File: src/rtl/kpd_pkg.sv
// Shared types and constants for the 4x4 matrix keypad scanner.
// A frame result is five bits: bit 4 flags "no single key", bits 3:0 carry the hex code.
package kpd_pkg;

    localparam int NUM_COLS = 4;
    localparam int NUM_ROWS = 4;

    typedef logic [$clog2(NUM_COLS)-1:0] col_idx_t;
    typedef logic [$clog2(NUM_ROWS)-1:0] row_idx_t;
    typedef logic [4:0]                  result_t;

    localparam result_t RESULT_NONE = 5'b1_0000;

    // Indexed [column][row]; matches the printed legend of the hex keypad.
    localparam logic [3:0] KEY_MAP [0:NUM_COLS-1][0:NUM_ROWS-1] = '{
        '{4'h1, 4'h4, 4'h7, 4'h0},
        '{4'h2, 4'h5, 4'h8, 4'hF},
        '{4'h3, 4'h6, 4'h9, 4'hE},
        '{4'hA, 4'hB, 4'hC, 4'hD}
    };

    typedef enum logic {
        IDLE,
        PRESSED
    } state_t;

endpackage

File: src/rtl/kpd_scan_timer.sv
// Column scan timebase: a prescaler that ticks once every SCAN_DIV cycles and
// a column index that advances on each tick, wrapping after the last column.
module kpd_scan_timer
    import kpd_pkg::*;
#(
    parameter int SCAN_DIV = 50000
) (
    input  logic     ck,
    input  logic     rst_n,
    output logic     tick,
    output col_idx_t idx
);

    localparam int CNT_W = $clog2(SCAN_DIV);

    logic [CNT_W-1:0] cnt;

    assign tick = (cnt == CNT_W'(SCAN_DIV - 1));

    // NOTE: clocked state uses non-blocking assignments so every flop samples
    // pre-edge values regardless of statement order.
    always_ff @(posedge ck) begin
        if (!rst_n) begin
            cnt <= '0;
            idx <= '0;
        end else if (tick) begin
            cnt <= '0;
            idx <= idx + col_idx_t'(1);
        end else begin
            cnt <= cnt + CNT_W'(1);
        end
    end

endmodule

File: src/rtl/keypad_scanner.sv
// 4x4 hex keypad scanner: synchronises the rows, forms a per-frame key result,
// debounces it across frames and shifts accepted keys into an 8-digit buffer.
module keypad_scanner
    import kpd_pkg::*;
#(
    parameter int SCAN_DIV = 50000,
    parameter int DEBOUNCE = 4
) (
    input  logic        ck,
    input  logic        rst_n,
    input  logic [3:0]  row,
    input  logic        clr,
    output logic [3:0]  col,
    output logic [3:0]  key,
    output logic        key_valid,
    output logic        key_held,
    output logic [31:0] digits
);

    localparam int              DB_W   = $clog2(DEBOUNCE + 1);
    localparam logic [DB_W-1:0] DB_MAX = DB_W'(DEBOUNCE);

    logic            tick;
    col_idx_t        idx;
    logic [3:0]      row_meta;
    logic [3:0]      row_sync;
    logic [2:0]      hits;
    row_idx_t        hit_row;
    logic [2:0]      sum;
    logic [1:0]      total;
    logic [1:0]      acc_cnt;
    logic [3:0]      acc_code;
    logic [3:0]      code_sel;
    logic            frame_end;
    result_t         frame_result;
    result_t         prev_result;
    result_t         stable;
    result_t         stable_nxt;
    logic [DB_W-1:0] db_cnt;
    logic [DB_W-1:0] db_cnt_nxt;
    state_t          state;
    state_t          state_nxt;
    logic            accept;

    kpd_scan_timer #(
        .SCAN_DIV (SCAN_DIV)
    ) u_timer (
        .ck    (ck),
        .rst_n (rst_n),
        .tick  (tick),
        .idx   (idx)
    );

    assign col      = ~(4'b0001 << idx);
    assign key_held = (state == PRESSED);

    // NOTE: every always_comb output gets a default first, so no path can
    // leave it unassigned and infer a latch.
    always_comb begin
        hits    = 3'd0;
        hit_row = '0;
        for (int r = NUM_ROWS - 1; r >= 0; r--) begin
            if (!row_sync[r]) begin
                hits    = hits + 3'd1;
                hit_row = row_idx_t'(r);
            end
        end
    end

    // Crossings saturate at two: anything beyond one key is already a reject.
    assign sum          = 3'(acc_cnt) + hits;
    assign total        = (sum >= 3'd2) ? 2'd2 : sum[1:0];
    assign code_sel     = (acc_cnt == 2'd0) ? KEY_MAP[idx][hit_row] : acc_code;
    assign frame_end    = tick && (idx == col_idx_t'(NUM_COLS - 1));
    assign frame_result = (total == 2'd1) ? {1'b0, code_sel} : RESULT_NONE;

    always_comb begin
        db_cnt_nxt = db_cnt;
        stable_nxt = stable;
        if (frame_end) begin
            if (frame_result == prev_result) begin
                db_cnt_nxt = (db_cnt == DB_MAX) ? db_cnt : db_cnt + DB_W'(1);
            end else begin
                db_cnt_nxt = DB_W'(1);
            end
            if (db_cnt_nxt == DB_MAX) begin
                stable_nxt = frame_result;
            end
        end
    end

    always_comb begin
        state_nxt = state;
        accept    = 1'b0;
        if (frame_end) begin
            case (state)
                IDLE: begin
                    if (!stable_nxt[4]) begin
                        state_nxt = PRESSED;
                        accept    = 1'b1;
                    end
                end
                PRESSED: begin
                    if (stable_nxt[4]) begin
                        state_nxt = IDLE;
                    end else if (stable_nxt[3:0] != key) begin
                        accept = 1'b1;
                    end
                end
                default: state_nxt = IDLE;
            endcase
        end
    end

    always_ff @(posedge ck) begin
        if (!rst_n) begin
            state <= IDLE;
        end else begin
            state <= state_nxt;
        end
    end

    always_ff @(posedge ck) begin
        if (!rst_n) begin
            row_meta    <= 4'hF;
            row_sync    <= 4'hF;
            acc_cnt     <= '0;
            acc_code    <= '0;
            prev_result <= RESULT_NONE;
            db_cnt      <= '0;
            stable      <= RESULT_NONE;
            key         <= '0;
            key_valid   <= 1'b0;
            digits      <= '0;
        end else begin
            row_meta <= row;
            row_sync <= row_meta;
            if (tick) begin
                acc_cnt  <= frame_end ? 2'd0 : total;
                acc_code <= frame_end ? 4'h0 : code_sel;
            end
            if (frame_end) begin
                prev_result <= frame_result;
            end
            db_cnt    <= db_cnt_nxt;
            stable    <= stable_nxt;
            key_valid <= accept;
            if (accept) begin
                key <= stable_nxt[3:0];
            end
            // A clear in the same cycle as an accept drops that key as well.
            if (clr) begin
                digits <= '0;
            end else if (accept) begin
                digits <= {digits[27:0], stable_nxt[3:0]};
            end
        end
    end

endmodule

File: config.mk
export PLATFORM = sky130hd
export DESIGN_NAME = keypad_scanner
export DESIGN_NICKNAME = d
export VERILOG_FILES = /design/src/rtl/kpd_pkg.sv /design/src/rtl/kpd_scan_timer.sv /design/src/rtl/keypad_scanner.sv
export SDC_FILE = /design/constraint.sdc
export NUM_CORES = 1
export LEC_CHECK = 0
export ABC_AREA = 1
export BUFFER_PORTS_ARGS = -buffer_cell sky130_fd_sc_hd__buf_4
export CAP_MARGIN = 5
export CORE_MARGIN = 3
export CORE_UTILIZATION = 45
export CTS_CLUSTER_DIAMETER = 50
export DETAILED_ROUTE_END_ITERATION = 16
export GPL_ROUTABILITY_DRIVEN = 0
export SETUP_SLACK_MARGIN = 0.4
export SYNTH_ARGS = -nofsm -noshare
export SYNTH_HDL_FRONTEND = slang
export SYNTH_SLANG_ARGS = --single-unit
File: constraint.sdc
create_clock -name ck -period 11.4 [get_ports ck]
set_clock_uncertainty 0.15 [all_clocks]
set_input_delay 2.28 -clock ck [delete_from_list [all_inputs] [get_ports ck]]
set_output_delay 2.28 -clock ck [all_outputs]
set_load 0.01 [all_outputs]
==> impl_metrics.env <==
export IMPL_die_h_um=99.9
export IMPL_syn_area_per_cell_sq_um=7.29
export IMPL_synth_top_area_cell="dfxtp_1"
export IMPL_yosys_area_top_type_share_pct=41.8
export IMPL_cp_start_kind="flop"
export IMPL_synth_edf_count=0
export IMPL_drt_wl_total_um=8270
export IMPL_vias=3402
export IMPL_clock_sinks=83
export IMPL_ios=49
export IMPL_critPathTopFamily="simple AND/OR/NAND/NOR gates"
export IMPL_diodes=0
export IMPL_post_synth_inst_count=545
export IMPL_finalHoldViolCount=0
export IMPL_slowest_delay_ps=670
export IMPL_grtUsageTotal_pct=17.6
export IMPL_overflow=0
export IMPL_clockBufferDepth=2
export IMPL_coreArea_sq_um=8380
export IMPL_cts_tree="done"
export IMPL_worstSetupStartpoint="row_sync[2]$_SDFF_PN1_"
export IMPL_grt_pass1_wl_um=14400
export IMPL_ant_nets=0
export IMPL_synth_area_leaders="dfxtp_1 (42%), nand2_1 (10%), nor2_1 (6.6%)"
export IMPL_layout_drive_gt1_share_pct=15.1
export IMPL_clkTransAtPathRegs_ps=80
export IMPL_worstMarginPinSlew_ps=1160
export IMPL_worst_path_max_delay_cell="nand2_2"
export IMPL_drcViolationCount=0
export IMPL_ctsHtreeMaxLevel=3
export IMPL_routed_via_density=4.89
export IMPL_drtIter0Drc=113
export IMPL_min_period_ps=5140
export IMPL_rows=33
export IMPL_wl_met1_um=4240
export IMPL_finalMaxSlewViolations=0
export IMPL_yosys_top_cells_count="nand2_1 (110), dfxtp_1 (83), nor2_1 (70)"
export IMPL_synth_net_count=567
export IMPL_cts_buffers=9
export IMPL_grt_pass1_vias=3192
export IMPL_power_leakage_nw=1.94
export IMPL_synthDistinctLibCells=32
export IMPL_setup_viol=0
export IMPL_cpMostUsedCell="nand2_1"
export IMPL_timing_rr_start="row_sync[2]$_SDFF_PN1_"
export IMPL_cp_data_required_time_ps=11540
export IMPL_postCtsHoldBufs=0
export IMPL_holdCritPathClass="reg -> reg"
export IMPL_crit_fanout=51
export IMPL_end_kind="flop"
export IMPL_wl_met3_um=309
export IMPL_port_buffers=48
export IMPL_dieArea_sq_um=9990
export IMPL_fmax_ghz=0.195
export IMPL_antenna_found_initial=0
export IMPL_p_per_area_nw_per_um2=115
export IMPL_wl_per_cell_um=11.9
export IMPL_clockRootBuffer="clkbuf_8"
export IMPL_die_w_um=99.9
export IMPL_start_util_pct=47.4
export IMPL_wl_met2_um=3650
export IMPL_dp_hpwl_um=5920
export IMPL_ys_ff_latch=83
export IMPL_critical_path_arrival_ps=5290
export IMPL_yosysSeqAreaShare_pct=41.8
export IMPL_grt_max_degree=52
export IMPL_ir_worst_vdd_mv=0.0752
export IMPL_outcome="completed"
export IMPL_slew_headroom_pct=22.4
export IMPL_cts_resized=0
export IMPL_path_class="reg -> reg"
export IMPL_rsz0062_at_grt="false"
export IMPL_fin_tns_setup_ps=0
export IMPL_drt_pre_antenna_iters=4
export IMPL_yosysMostFrequentCell="nand2_1"
export IMPL_clock_latency_ps=350
export IMPL_hp_start="row_meta[0]$_SDFF_PN1_"
export IMPL_fin_area_sq_um=4560
export IMPL_synth_warning_count=0
export IMPL_synth_flop_cell="dfxtp_1"
export IMPL_period_share_pct=45.1
export IMPL_r2r_slack_ps=6260
export IMPL_cts_setup_buffers=0
export IMPL_place_area_sq_um=4380
export IMPL_maxCapViolations=0
export IMPL_syn2layout_area_growth_pct=14.7
export IMPL_utilization_pct=54.4
export IMPL_critPathBufInv=2
export IMPL_synth_area_sq_um=3970
export IMPL_async_reset_ff_share_pct=0
export IMPL_highest_layer="met4"
export IMPL_fin_nets=609
==> power breakdown <==
group	total [W]	internal [W]	switching, W
combinational	0.0000301	0.0000107	0.0000195
sequential	0.000293	0.000292	0.00000165
clock	0.000199	0.0000983	0.000101
total	0.000523	0.000401	0.000122
==> stage by stage <==
stage	cells	setup WS (ps)	total power, W	hold slack [ps]
global route	695	5720	0.000547	302
detailed placement	681	6280	0.000331	250
CTS	695	6240	0.000530	279
floorplan	545	7320	0.000324	243
global placement	681	6460	0.000330	249
finish	695	6260	0.000523	271
==> worst reg2reg max path, delay by kind of cell, from the launching register on <==
family                     cells  cell delay, ps
and+or+nand+nor               23            3210
adders and majority gates      3             990
DFF                            1             390
xor gates and xnor gates       1             240
buffers and inverters          2             130
==> state kept, by name (all words and copies together), names as in the netlist <==
name and count:
key_held 1, u_timer.idx 2, digits 32, db_cnt 3, row_meta 4, acc_cnt 2
prev_result 5, stable 5, acc_code 4, key_valid 1, row_sync 4, key 4
u_timer.cnt 16
==> cell families (layout without fill, tap and decap cells) <==
kind of cell    after synthesis  after routing  synth area share, %
compound gates               78             78                 9.89
xor+xnor                      7              7                 1.54
fa+ha+maj                    15             15                 4.92
buf+inv                      86            131                 8.92
flops                        83             83                 41.8
simple gates                276            276                 32.9
==> cell type report <==
cell class | instances | area [sq um]
clock buffer | 9 | 124
clock inverter | 5 | 56.3
fill | 852 | 3820
inverter | 68 | 258
multi-input combinational | 376 | 1960
sequential | 83 | 1660
tap | 105 | 131
timing repair buffer | 49 | 368
==> worst paths after layout <==
check                       endpoint  cells after the start
min           row_sync[0]$_SDFF_PN1_                      1
min reg2reg   row_sync[0]$_SDFF_PN1_                      1
max reg2reg  digits[13]$_SDFFE_PP0P_                     29
max          digits[13]$_SDFFE_PP0P_                     29
==> cells in the final DEF (no fill, tap or decap) <==
master / n
nor4_1: 5
inv_1: 64
nand3_1: 29
inv_4: 1
nor2_2: 3
xnor2_1: 2
or2_2: 8
ha_1: 14
a21oi_1: 52
clkinvlp_4: 1
nor3_1: 8
clkinv_1: 2
clkinv_4: 1
o21ai_1: 1
inv_2: 1
nand4_1: 7
nand3_2: 3
xor2_1: 5
fa_1: 1
nor3_4: 1
o22ai_1: 1
clkinv_2: 2
nor2_4: 4
nand2_4: 1
nand2_2: 4
a31oi_1: 1
nand2_1: 110
clkbuf_8: 9
bufinv_16: 1
o21ai_0: 23
buf_4: 49
nor2_1: 69
nand3b_1: 24
dfxtp_1: 83
==> layer usage <==
metal	GRT usage [%]	up-vias
met3	4.24	9
met2	28.3	50
met5	0	-
met1	23.3	1513
met4	5.67	0
li1	-	1830
No activity file was read; power rests on OpenSTA's default activity.
